===== config.mk =====
export PLATFORM = sky130hd
export DESIGN_NAME = nibble_alu_sequencer
export DESIGN_NICKNAME = d
export VERILOG_FILES = /design/src/rtl/nibble_alu_sequencer.sv
export SDC_FILE = /design/constraint.sdc
export NUM_CORES = 1
export LEC_CHECK = 0
export CORE_ASPECT_RATIO = 0.8
export CORE_UTILIZATION = 50
export CTS_CLUSTER_SIZE = 10
export DETAILED_ROUTE_END_ITERATION = 8
export GPL_TIMING_DRIVEN = 0
export PLACE_DENSITY = 0.77
export SLEW_MARGIN = 30
export SYNTH_ARGS = -nofsm -noshare
export SYNTH_HDL_FRONTEND = slang
export SYNTH_SLANG_ARGS = --single-unit

===== constraint.sdc =====
create_clock -name i_clk -period 3.5 [get_ports i_clk]
set_clock_uncertainty 0.1 [all_clocks]
set_input_delay 0.35 -clock i_clk [delete_from_list [all_inputs] [get_ports i_clk]]
set_output_delay 0.35 -clock i_clk [all_outputs]
set_load 0.01 [all_outputs]

===== src/rtl/nibble_alu_sequencer.sv =====
// ============================================================================
// Module      : nibble_alu_sequencer
// Description : W-bit add/subtract unit built around a single 4-bit adder.
//               The adder is reused once per nibble, least significant nibble
//               first. S, CF and ZF change only when a result completes.
// Revision    : 1.0 - initial release
// ============================================================================
`default_nettype none

module nibble_alu_sequencer #(
  parameter int NIBBLES = 2
) (
  input  logic                   i_clk,
  input  logic                   i_clr,
  input  logic                   i_start,
  input  logic                   i_su,
  input  logic [4*NIBBLES-1:0]   i_a,
  input  logic [4*NIBBLES-1:0]   i_b,
  output logic                   o_busy,
  output logic                   o_done,
  output logic [4*NIBBLES-1:0]   o_s,
  output logic                   o_cf,
  output logic                   o_zf
);

  localparam int c_W    = 4 * NIBBLES;
  localparam int c_IDXW = $clog2(NIBBLES + 1);
  localparam logic [c_IDXW-1:0] c_LAST = c_IDXW'(NIBBLES - 1);
  localparam logic [c_IDXW-1:0] c_ONE  = c_IDXW'(1);

  typedef enum logic [1:0] {
    ST_IDLE = 2'd0,
    ST_RUN  = 2'd1,
    ST_FIN  = 2'd2
  } state_t;

  state_t            r_state;
  state_t            w_state_nxt;
  logic              w_load;
  logic              w_last;

  logic [c_W-1:0]    r_a;
  logic [c_W-1:0]    r_b;
  logic              r_cy;
  logic [c_IDXW-1:0] r_idx;
  logic [c_W-1:0]    r_part;

  logic [3:0]        w_na;
  logic [3:0]        w_nb;
  logic [4:0]        w_sum;
  logic [c_W-1:0]    w_final;

  // State register; clear always wins.
  always_ff @(posedge i_clk) begin
    if (i_clr) begin
      r_state <= ST_IDLE;
    end else begin
      r_state <= w_state_nxt;
    end
  end

  // Next-state decode and status outputs.
  always_comb begin
    w_state_nxt = r_state;
    w_load      = 1'b0;
    w_last      = 1'b0;
    o_busy      = 1'b0;
    o_done      = 1'b0;
    case (r_state)
      ST_IDLE: begin
        if (i_start) begin
          w_load      = 1'b1;
          w_state_nxt = ST_RUN;
        end
      end
      ST_RUN: begin
        o_busy = 1'b1;
        if (r_idx == c_LAST) begin
          w_last      = 1'b1;
          w_state_nxt = ST_FIN;
        end
      end
      ST_FIN: begin
        o_done = 1'b1;
        // Accepting here gives back-to-back operations with no idle cycle.
        if (i_start) begin
          w_load      = 1'b1;
          w_state_nxt = ST_RUN;
        end else begin
          w_state_nxt = ST_IDLE;
        end
      end
      default: begin
        w_state_nxt = ST_IDLE;
      end
    endcase
  end

  // Select the operand nibbles addressed by the current index.
  always_comb begin
    w_na = 4'h0;
    w_nb = 4'h0;
    for (int i = 0; i < NIBBLES; i++) begin
      if (r_idx == c_IDXW'(i)) begin
        w_na = r_a[i*4 +: 4];
        w_nb = r_b[i*4 +: 4];
      end
    end
  end

  // The one shared 4-bit adder with carry-in and carry-out.
  assign w_sum = {1'b0, w_na} + {1'b0, w_nb} + {4'b0000, r_cy};

  // Full result as it will look once the current nibble is written back.
  always_comb begin
    w_final = r_part;
    for (int i = 0; i < NIBBLES; i++) begin
      if (r_idx == c_IDXW'(i)) begin
        w_final[i*4 +: 4] = w_sum[3:0];
      end
    end
  end

  // Operand latches, carry flip-flop, nibble index and partial result.
  always_ff @(posedge i_clk) begin
    if (i_clr) begin
      r_a    <= '0;
      r_b    <= '0;
      r_cy   <= 1'b0;
      r_idx  <= '0;
      r_part <= '0;
    end else if (w_load) begin
      // Subtract is A + ~B + 1: invert B here and seed the carry with SU.
      r_a   <= i_a;
      r_b   <= i_su ? ~i_b : i_b;
      r_cy  <= i_su;
      r_idx <= '0;
    end else if (o_busy) begin
      r_cy  <= w_sum[4];
      r_idx <= r_idx + c_ONE;
      for (int i = 0; i < NIBBLES; i++) begin
        if (r_idx == c_IDXW'(i)) begin
          r_part[i*4 +: 4] <= w_sum[3:0];
        end
      end
    end
  end

  // Visible result and flags, all loaded together on the edge entering FIN.
  always_ff @(posedge i_clk) begin
    if (i_clr) begin
      o_s  <= '0;
      o_cf <= 1'b0;
      o_zf <= 1'b0;
    end else if (w_last) begin
      o_s  <= w_final;
      o_cf <= w_sum[4];
      o_zf <= (w_final == '0);
    end
  end

endmodule

`default_nettype wire

; ---- After elaboration in Yosys (flattened, before gate mapping)
; Index checks and enable logic that the tools add are counted.
[classes]
addsub = 3
eq_ne = 5
mux = 19
bitwise = 2
reduce_logical = 8
[op_table]
columns = op, count
row1 = $mux 4, 6
row2 = $mux 1, 9
row3 = $logic_not 8->1, 1
row4 = $mux 8, 1
row5 = $not 8->8, 1
row6 = $pmux 2 s3, 1
row7 = $add 4x4->5, 1
row8 = $add 5x1->5, 1
row9 = $eq 2x1->1 const B, 2
row10 = $logic_not 2->1, 2
row11 = $mux 2, 2
row12 = $ne 2x2->1 const B, 2
row13 = $reduce_and 2->1, 2
row14 = $reduce_or 2->1, 2
row15 = $add 2x1->2 const B, 1
row16 = $eq 2x2->1 const B, 1
row17 = $reduce_bool 2->1, 1
row18 = $not 1->1, 1
[word_totals]
regBits = 39
input_bits = 20
output_inout_bits = 12
wordCells = 46

; ---- Logic depth before layout (Yosys ltp)
; Gate-level depths: netlist of run 1.
[logic_depth]
ltp_word = 7
depth_mapped = 12

; ---- Least setup slack after synthesis of run 1
; No wires, ideal clock.
[synth_path]
path_kind = register to register
from = register r_idx[0]
to = register o_zf
setup_ns = 0.060
arrival_time_ns = 2.571
required_ns = 3.340
setup_slack_ns = 0.770
path_stages_with_launch = 12
n_path_buf = 2
path_cell_list = dfxtp_1 > inv_1 > ha_1 > buf_2 > buf_2 > nand2_1 > o21ai_0 > fa_1 > fa_1 > xnor2_1 > nor4b_1 > a41o_1
[synth_between]
elab_chain_len = 7
elab_cells_between_ends = 13
[synth_rtl]
columns = item, line
row1 = from (decl), 45  ; logic [c_IDXW-1:0] r_idx;
row2 = from (signal assigned), 140  ; r_idx <= r_idx + c_ONE;
row3 = $logic_not 2->1, "104, 118"
row4 = $mux 4 (2 in a row), 104  ; if (r_idx == c_IDXW'(i)) begin
row5 = $add 4x4->5, 112  ; assign w_sum = {1'b0, w_na} + {1'b0, w_nb} + {4'b0000, r_cy};
row6 = $add 5x1->5, 112
row7 = $mux 4 (on tied branches), n/a
row8 = $logic_not 8->1, 158  ; o_zf <= (w_final == '0);
row9 = to (signal assigned), 158
row10 = to (decl), 23  ; output logic o_zf
; Parallel ways exist; a longest one is shown, timed or not.
; A chain may end at the register's enable or synchronous reset.

; ---- Final worst setup path of run 1
[layout_path]
from = register r_idx[1]
to = register o_zf
; Same word-level chain as after synthesis.

==> results of run 1 <==
cells in the mapped netlist, types with 2 or more instances:
| library cell | instances | area share (%) |
|---|---|---|
| a211oi_1 | 11 | 5.0 |
| a21o_2 | 2 | 1.1 |
| a21oi_1 | 19 | 5.8 |
| a311oi_1 | 2 | 1.1 |
| buf_2 | 8 | 2.4 |
| clkbuf_1 | 7 | 1.6 |
| dfxtp_1 | 35 | 42 |
| fa_1 | 2 | 2.4 |
| ha_1 | 5 | 3.8 |
| inv_1 | 2 | 0.45 |
| nand2_1 | 44 | 10 |
| nand2b_1 | 2 | 0.76 |
| nand3_1 | 2 | 0.61 |
| nand3b_1 | 2 | 0.91 |
| nor2_1 | 14 | 3.2 |
| nor2b_1 | 4 | 1.5 |
| nor3_1 | 5 | 1.5 |
| o21ai_0 | 10 | 3.0 |
| o31ai_1 | 2 | 0.91 |
| xnor2_1 | 10 | 5.3 |
worst max-delay path by stage:
stage	start	to	slack, ps	cells after the start
after floorplan	r_idx[0]	o_zf	770	11
after global placement	r_idx[1]	o_zf	460	11
after detailed placement	r_idx[1]	o_zf	440	11
after CTS	r_idx[1]	o_zf	440	11
after global routing	r_idx[1]	o_zf	120	11
final	r_idx[1]	o_zf	440	11
layer usage:
layer	up-vias	share of wire, %
li1	756	-
met1	674	48
met2	45	46
met3	2	5.4
met4	0	0.50
met5	-	0
cells by family (layout without fill, tap and decap cells):
group | after synthesis | in the layout | share of synthesized area [%]
adder cells (fa/ha/maj) | 7 | 7 | 6.21
AND/OR/NAND/NOR | 80 | 80 | 21.5
AO/OA/AOI/OAI | 50 | 50 | 18.8
multiplexers | 1 | 1 | 0.606
XOR/XNOR | 10 | 10 | 5.30
buffers and inverters | 19 | 54 | 5.15
flip-flops | 35 | 35 | 42.4
worst min-delay path, delay by kind of cell:
family | cells | cell delay, ps
AOI/OAI and AO/OA | 1 | 60
buffers and inverters | 1 | 180
and+or+nand+nor | 1 | 90
per-stage QoR:
step	area [µm²]	utilization [%]	hold slack, ps	total power, µW	setup WS [ps]
floorplan	1650	-	332	564	770
global placement	1990	64.1	341	622	460
detailed placement	1990	64.1	350	625	438
CTS	2060	66.4	350	883	440
global route	2060	66.4	375	923	116
finish	2060	66.4	352	878	442
state kept, by name, summed over array words and instances, names as in the netlist:
| name | flops |
|---|---|
| r_state | 2 |
| r_a | 8 |
| r_part | 4 |
| o_cf | 1 |
| o_s | 8 |
| r_cy | 1 |
| r_idx | 2 |
| o_zf | 1 |
| r_b | 8 |
report_power, final:
part           switching [µW]  leakage, µW  internal, µW  total, µW
logic                    97.9     0.000453          82.3        180
registers                13.9     0.000286           424        437
clock network             128    0.0000371           133        261
total                     240     0.000777           638        878
cell type report:
| cell class | instances | area (µm²) |
|---|---|---|
| Buffer | 17 | 77.6 |
| Clock buffer | 6 | 72.6 |
| Fill cell | 291 | 1040 |
| Inverter | 2 | 7.51 |
| Multi-Input combinational cell | 148 | 866 |
| Sequential cell | 35 | 701 |
| Tap cell | 40 | 50.0 |
| Timing Repair Buffer | 29 | 290 |
==> impl_results.md, run 1 <==
* Status: finished clean
* Worst path cell trace: inv_1 > ha_1 > clkbuf_1 > clkbuf_1 > nand2_1 > o21ai_0 > fa_1 > fa_1 > xnor2_1 > nor4b_1 > a41o_1
* Crit-path slowest cell: fa_1
* Dpl cells at ~270
* Flip-flop and latch count after synthesis at 35
* Routed Antenna Nets at 0
* Avg Synthesized Cell Area at 8.18 µm²
* Postcts setup bufs at 0
* Fin nets at around 270
* Layout cells sized above 1 at under 10%
* Data arrival, critical path at approximately 3200 ps
* Die ar. at between 0.003 and 0.004 mm²
* Number of flops mapped to enable cells by yosys at 0
* Vias per inst at between 5 and 6
* CTS Buffer Depth at 2
* Delay-heaviest family, CP: adder cells
* Grt met3 use at 5.39%
* Max Clock Freq at 327 MHz
* CTS H-tree depth at 2
* Clock slew seen by the registers of the worst setup and hold paths at around 70 ps
* Input/output buffers at 29
* Met1 Use GR at between 20% and 30%
* Most frequent cells in the layout: nand2_1, dfxtp_1, clkdlybuf4s50_1
* Vias at 1477
* CP Data Required Time at ~3600 ps
* Post-synth top flop: dfxtp_1
* Chip Height at 53.4 µm
* Reg-to-reg endpoint: o_zf
* Gate Count Post-Synth at just over 200
* Total GRT Usage at about 22%
* Final hold violations at 0
* Synth Warn # at 0
* Num ports at 32
* Non-filler instance count after layout at roughly 280
* Post-synthesis sequential area ratio at a little over two fifths
* First-pass GRT wire length at ~5.7 mm
* Ys async rst share at 0%
* CTS buffer count at 5
* TritonCTS Sinks at 35
* Placeable Area at around 0.0031 mm²
* Starting Density at a little over half
* HP Start: i_su
* Met2 usage at 38.1%
* Total congestion overflow at 0
* DRC at 0
* Hold_buf cts at 0
* Area Growth Syn to Fin at 25.0%
* Hold EP: r_cy
* RSZ-0062 raised after global routing: false
* Crit Path Class: flip-flop to flip-flop
* Worst slew pin tran at between 400 and 500 ps
* CP Buf/Inv Count at 3
* Min Tclk post-route at about 3100 ps
* PD cells at approximately 430 mW/mm²
* Horiz. Die Dim at around 66 µm
* First-pass DRT Iterations at 4
* Final WL at 3.42 mm
* Initial antenna violation count at 0
* Layer with the highest usage: met2
* Largest net degree at the start of global routing at 11
* Most common cell after layout, fill and taps aside: nand2_1
* Initial DRC count at around 140
* Clock tree root buffer cell: clkbuf_8
* Synth Cell Area at between 0.0015 and 0.002 mm²
* DR WL/cell at 12.3 µm
* Endpoints failing setup at 0
* Peak supply drop at about 0.00023 V
* Hpwl dp at between 2 and 2.5 mm
* Placer congestion estimate at 0.873
* Register-to-Register Path Depth at 11
* CP peak stage delay at ~430 ps
* RR Startpoint: r_idx[1]
* TritonCTS clock tree: yes
* Diodes inserted at 0
* Rel. slew slack at 66.9%
* Post-CTS sizing at 0
* Max-cap viol count at 0
* Final setup TNS at 0 ps
* Cell row count at 18
* WHS Path Cells at 3
* Net Count, Synth at roughly 230
* Number of global-route vias before repair at around 1300
* Unique masters post-synth at 34
* Fin crit share at around 87%
* CP Launch Type: flip-flop
* P_leak at 0.000777 µW
* Clk_lat worst skew at ~270 ps
* R2R Setup Slk at roughly 440 ps
* Worst Hold Class: input port to flip-flop
* CP endpoint kind: flip-flop
* Crit Path Max Fanout at 10
* Final Slew Violations at 0
Power figures use the tool's default switching activity.
==> inputs of run 2 (changes only) <==
--- a/config.mk
+++ b/config.mk
@@ -7,6 +7,7 @@
 export LEC_CHECK = 0
 export CORE_ASPECT_RATIO = 0.8
 export CORE_UTILIZATION = 50
+export CTS_BUF_LIST = sky130_fd_sc_hd__clkbuf_4 sky130_fd_sc_hd__clkbuf_8
 export CTS_CLUSTER_SIZE = 10
 export DETAILED_ROUTE_END_ITERATION = 8
 export GPL_TIMING_DRIVEN = 0
==> run 2 against run 1 <==
  * Maximum frequency rose by 0.28%
  * Clock-buffer cell count stayed put
  * Critical path depth did not move
  * Via count is 0.88% lower
  * Worst setup slack better by 8.5 ps
  * Core utilization increased by 0.12 points
  * Sequential cell count did not move
==> impl_results.md, run 2 (synthesis gave the netlist of run 1 again) <==
* Status: finished clean
* Reg-to-reg endpoint: o_zf
* Endpoints failing setup at 0 (unchanged)
* Max-cap viol count at 0 (unchanged)
* Starting Density at 53.1% (unchanged)
* RR Startpoint: r_idx[1]
* Placeable Area at 0.00311 mm² (unchanged)
* P_leak at 0.000780 µW (+0.44%)
* Placer congestion estimate at 0.873 (unchanged)
* CP Data Required Time at 3620 ps (about the same)
* DRC at 0 (unchanged)
* Routed Antenna Nets at 0 (unchanged)
* HP Start: i_su
* Crit Path Class: flip-flop to flip-flop
* Crit Path Max Fanout at 10 (unchanged)
* Clock tree root buffer cell: clkbuf_8
* CP endpoint kind: flip-flop
* Die ar. at 0.00354 mm² (unchanged)
* Pwr Total at 887 µW (+1.0%)
* Fin nets at 265 (unchanged)
* Worst slew pin tran at 500 ps (+3.67 ps)
* Total congestion overflow at 0 (unchanged)
* Vias per inst at 5.29 (-0.88%)
* Min Tclk post-route at 3050 ps (-8.52 ps)
* Num ports at 32 (unchanged)
* Clock slew seen by the registers of the worst setup and hold paths at 70 ps (about the same)
* First-pass GRT wire length at 5.75 mm (unchanged)
* Most frequent cells in the layout: nand2_1, dfxtp_1, clkdlybuf4s50_1
* R2R Setup Slk at 450 ps (about the same)
* Vias at 1464 (-0.88%)
* RSZ-0062 raised after global routing: false
* CP Launch Type: flip-flop
* Dpl cells at 271 (unchanged)
* WHS Path Cells at 3 (unchanged)
* Input/output buffers at 29 (unchanged)
* Rel. slew slack at 66.7% (-0.24 points)
* Peak supply drop at 0.000235 V (+0.23%)
* Data arrival, critical path at 3170 ps (about the same)
* Pre-CTS WS at 438 ps (unchanged)
* CTS Buffer Depth at 2 (unchanged)
* Final setup TNS at 0 ps (unchanged)
* TritonCTS clock tree: yes
* PD cells at 429 mW/mm² (+0.82%)
* Worst Hold Class: input port to flip-flop
* TritonCTS Sinks at 35 (unchanged)
* Register-to-Register Path Depth at 11 (unchanged)
* Post-CTS sizing at 0 (unchanged)
* Horiz. Die Dim at 66.3 µm (unchanged)
* CTS buffer count at 5 (unchanged)
* Max Clock Freq at 328 MHz (+0.28%)
* Area Growth Syn to Fin at 25.2%
* Fin crit share at 87.1% (-0.24 points)
* Final hold violations at 0 (unchanged)
* Hold slack final at 350 ps (-1.44 ps)
* Hpwl dp at 2.49 mm (unchanged)
* Setup ws final at 451 ps (+8.52 ps)
* Total GRT Usage at 22.0% (unchanged)
* CTS H-tree depth at 2 (unchanged)
* Clk_lat worst skew at 270 ps (about the same)
* Hold_buf cts at 0 (unchanged)
* Largest regs: o_s (8), r_a (8), r_b (8)
* Hold EP: r_cy
* Most common cell after layout, fill and taps aside: nand2_1
* Initial DRC count at 129 (-5.8%)
* Initial antenna violation count at 0 (unchanged)
* Non-filler instance count after layout at 277 (unchanged)
* Diodes inserted at 0 (unchanged)
* Largest net degree at the start of global routing at 11 (unchanged)
* Final Slew Violations at 0 (unchanged)
* DR WL/cell at 12.4 µm (+0.59%)
* First-pass DRT Iterations at 4 (unchanged)
* Chip Height at 53.4 µm (unchanged)
* Postcts setup bufs at 0 (unchanged)
* Number of global-route vias before repair at 1303 (unchanged)
* Cell row count at 18 (unchanged)
* Layout cells sized above 1 at 8.02% (+0.42 points)
* Final WL at 3.44 mm (+0.59%)
-- run 2: cell counts in the layout (fill, tap and decap cells not counted) --
Identical to the previous run, type by type.
-- run 2: worst max path at each step --
| stage | from | end | slack, ps | cells past startpoint |
|---|---|---|---|---|
| 5_1_grt | r_idx[1] | o_zf | 120 | 11 |
| 3_3_place_gp | r_idx[1] | o_zf | 460 | 11 |
| 4_1_cts | r_idx[1] | o_zf | 440 | 11 |
| 2_1_floorplan | r_idx[0] | o_zf | 770 | 11 |
| 6_report | r_idx[1] | o_zf | 450 | 11 |
| 3_5_place_dp | r_idx[1] | o_zf | 440 | 11 |
-- run 2: where the power goes --
group | total (µW) | switching, µW | internal (µW)
logic | 181 | 98.5 | 82.3
clock network | 269 | 128 | 140
registers | 437 | 13.8 | 424
total | 887 | 241 | 646
-- run 2: final cells by class --
class / instances / area, µm²
flip-flops and latches: 35 / 701
fillers: 290 / 1040
plain buffers: 17 / 77.6
inverters: 2 / 7.51
well taps: 40 / 50.0
clock buffers: 6 / 76.3
multi-input cells: 148 / 866
repair buffers: 29 / 290
-- run 2: critical path, cell delays in order, from the launching register on --
cell and delay [ps]:
dfxtp_1 310, inv_1 60, ha_1 170, clkbuf_1 210, clkbuf_1 260, nand2_1 120
o21ai_0 130, fa_1 430, fa_1 420, xnor2_1 310, nor4b_1 280, a41o_1 200
-- run 2: stage by stage --
stage | util, % | area [µm²]
4_1_cts | 66.5 | 2070
6_report | 66.5 | 2070
2_1_floorplan | - | 1650
3_3_place_gp | 64.1 | 1990
5_1_grt | 66.5 | 2070
3_5_place_dp | 64.1 | 1990
-- run 2: routing by layer --
layer	GRT usage (%)	vias to the layer above	wire length [µm]
met5	0	-	0
met2	38.1	38	1600
li1	-	754	-
met1	27.9	670	1650
met3	5.39	2	171
met4	4.26	0	17
==> inputs of run 3 (changes only) <==
--- a/config.mk
+++ b/config.mk
@@ -10,8 +10,7 @@
 export CTS_BUF_LIST = sky130_fd_sc_hd__clkbuf_4 sky130_fd_sc_hd__clkbuf_8
 export CTS_CLUSTER_SIZE = 10
 export DETAILED_ROUTE_END_ITERATION = 8
-export GPL_TIMING_DRIVEN = 0
-export PLACE_DENSITY = 0.77
+export PLACE_DENSITY_LB_ADDON = 0.12
 export SLEW_MARGIN = 30
 export SYNTH_ARGS = -nofsm -noshare
 export SYNTH_HDL_FRONTEND = slang
==> run 3 against run 2 <==
  * Global-route usage barely moved
  * Non-clock buffer count fell by 13
  * Clock power rose by 19%
  * Sequential cell count did not move
  * Routed wire length fell by 0.70%
==> impl_results.md, run 3 (synthesis gave the netlist of run 1 again) <==
* Area Growth Syn to Fin at 24.3%
* Delay-heaviest family, CP: adder cells
* Rel. slew slack at 49.4% (-17 points)
* Hpwl dp at 2.51 mm (+0.65%)
* DRC at 0 (unchanged)
* Min Tclk post-route at 2950 ps (-96.4 ps)
* Vias per inst at 5.46 (+3.3%)
* CP Launch Type: flip-flop
* Total congestion overflow at 0 (unchanged)
* Final hold violations at 0 (unchanged)
* Total GRT Usage at 22.0% (-0.036 points)
* Switching pwr at 243 µW (+0.97%)
* Placer congestion estimate at 0.827 (-5.3%)
* Max-cap viol count at 0 (unchanged)
* Final WL at 3.41 mm (-0.70%)
* Die ar. at 0.00354 mm² (unchanged)
* Status: finished clean
* CTS buffer count at 5 (unchanged)
* Worst path cell trace: inv_1 > ha_1 > nand2_1 > o21ai_0 > fa_1 > fa_1 > xnor2_1 > nor4b_1 > a41o_1
* CTS Buffer Depth at 2 (unchanged)
* TritonCTS clock tree: yes
* Final setup TNS at 0 ps (unchanged)
* Hold slack final at 361 ps (+10.3 ps)
* Fin nets at 252 (-4.9%)
* Data arrival, critical path at 3080 ps (-90 ps)
* Cell row count at 18 (unchanged)
* Initial DRC count at 92 (-29%)
* Clock tree root buffer cell: clkbuf_8
* Sw frac at 26.0% (-1.1 points)
* Comb pwr share at 18.7% (-1.7 points)
* Largest regs: o_s (8), r_a (8), r_b (8)
* Postcts setup bufs at 0 (unchanged)
* Layout cells sized above 1 at 6.19% (-1.8 points)
* PD cells at 455 mW/mm² (+6.0%)
* Most frequent cell on the critical path: fa_1
* Clock power frac at 34.3% (+4.0 points)
* R2R Setup Slk at 550 ps (+100 ps)
* DR WL met3 at 216 µm (+26%)
* M1 wire length at 1.60 mm (-3.1%)
* Final instance area at 0.00205 mm² (-0.73%)
* Placeable Area at 0.00311 mm² (unchanged)
* Routed Antenna Nets at 0 (unchanged)
* Worst slew pin tran at 756 ps (+257 ps)
* TritonCTS Sinks at 35 (unchanged)
* Pwr Total at 934 µW (+5.3%)
* CP peak stage delay at 440 ps (about the same)
* Final Slew Violations at 0 (unchanged)
* First-pass GRT wire length at 5.57 mm (-3.1%)
* Clk_lat worst skew at 280 ps (about the same)
* Number of global-route vias before repair at 1268 (-2.7%)
* Dpl cell area at 0.00195 mm² (-2.1%)
* Peak supply drop at 0.000326 V (+38%)
* Sequential share of power at 47.1% (-2.2 points)
* P_leak at 0.000769 µW (-1.5%)
* CP endpoint kind: flip-flop
* Crit Path Max Fanout at 21 (+11)
* Most frequent cells in the layout: nand2_1, dfxtp_1, clkdlybuf4s50_1
* Most common cell after layout, fill and taps aside: nand2_1
* Crit Path Class: flip-flop to flip-flop
* RSZ-0062 raised after global routing: false
* Highest Signal Layer: met4
* Max Clock Freq at 339 MHz (+3.3%)
* Chip Height at 53.4 µm (unchanged)
* Internal Pwr Total at 690 µW (+6.9%)
* Horiz. Die Dim at 66.3 µm (unchanged)
* DR WL/cell at 12.8 µm (+3.4%)
* Clock slew seen by the registers of the worst setup and hold paths at 60 ps (about the same)
* Initial antenna violation count at 0 (unchanged)
* CP Buf/Inv Count at 1 (-2)
* Largest net degree at the start of global routing at 28 (+17)
* Diodes inserted at 0 (unchanged)
* Non-filler instance count after layout at 266 (-4.0%)
* First-pass DRT Iterations at 4 (unchanged)
* Dpl cells at 258 (-4.8%)
* Starting Density at 53.1% (unchanged)
* Hold_buf cts at 0 (unchanged)
* Input/output buffers at 31 (+6.9%)
* Num ports at 32 (unchanged)
* Post-CTS sizing at 0 (unchanged)
* Crit-path slowest cell: fa_1
* Vias at 1452 (-0.82%)
* Met2 wire len at 1.59 mm (-0.44%)
* Worst Hold Class: flip-flop to flip-flop
* Fin crit share at 84.4% (-2.8 points)
* Endpoints failing setup at 0 (unchanged)
* CP Data Required Time at 3630 ps (about the same)
* CTS H-tree depth at 2 (unchanged)
[run 3: cell count changes in the layout (fill, tap and decap cells not counted), sizes merged]
cell / delta
buf: -8
clkbuf: -5
clkdlybuf4s50: +2
[run 3: tightest hold or removal path, cell delays in order (launching register included)]
cell and delay (ps):
dfxtp_1 310, nand2_1 50, a21oi_1 50
[run 3: cell type report]
cell class | instances | area, µm²
Timing Repair Buffer | 33 | 325
Tap cell | 40 | 50.0
Sequential cell | 35 | 701
Clock buffer | 8 | 104
Inverter | 2 | 7.51
Multi-Input combinational cell | 148 | 866
Fill cell | 256 | 1050
[run 3: final timing paths]
path,from,endpoint,cells after the start
max reg2reg,r_idx[0],o_zf,9
max,r_idx[0],o_zf,9
min,r_a[5],r_a[5],2
min reg2reg,r_a[5],r_a[5],2
[run 3: per-stage QoR]
stage / worst slack, ps / utilization [%]
finish: 547 / 66.1
global route: 269 / 66.1
CTS: 529 / 66.1
detailed placement: 556 / 62.7
floorplan: 770 / -
global placement: 689 / 62.7
[run 3: routing by layer]
| layer | global-route usage, % | vias up |
|---|---|---|
| met5 | 0 | - |
| met2 | 36.4 | 36 |
| li1 | - | 732 |
| met1 | 25.8 | 682 |
| met4 | 5.32 | 0 |
| met3 | 10.1 | 2 |
[run 3: power groups by stage]
stage,clock [µW],combinational (µW),sequential (µW)
3_3_place_gp,0,167,447
6_report,320,174,439
5_1_grt,350,195,442
3_5_place_dp,0,173,448
2_1_floorplan,0,120,444
4_1_cts,332,174,439
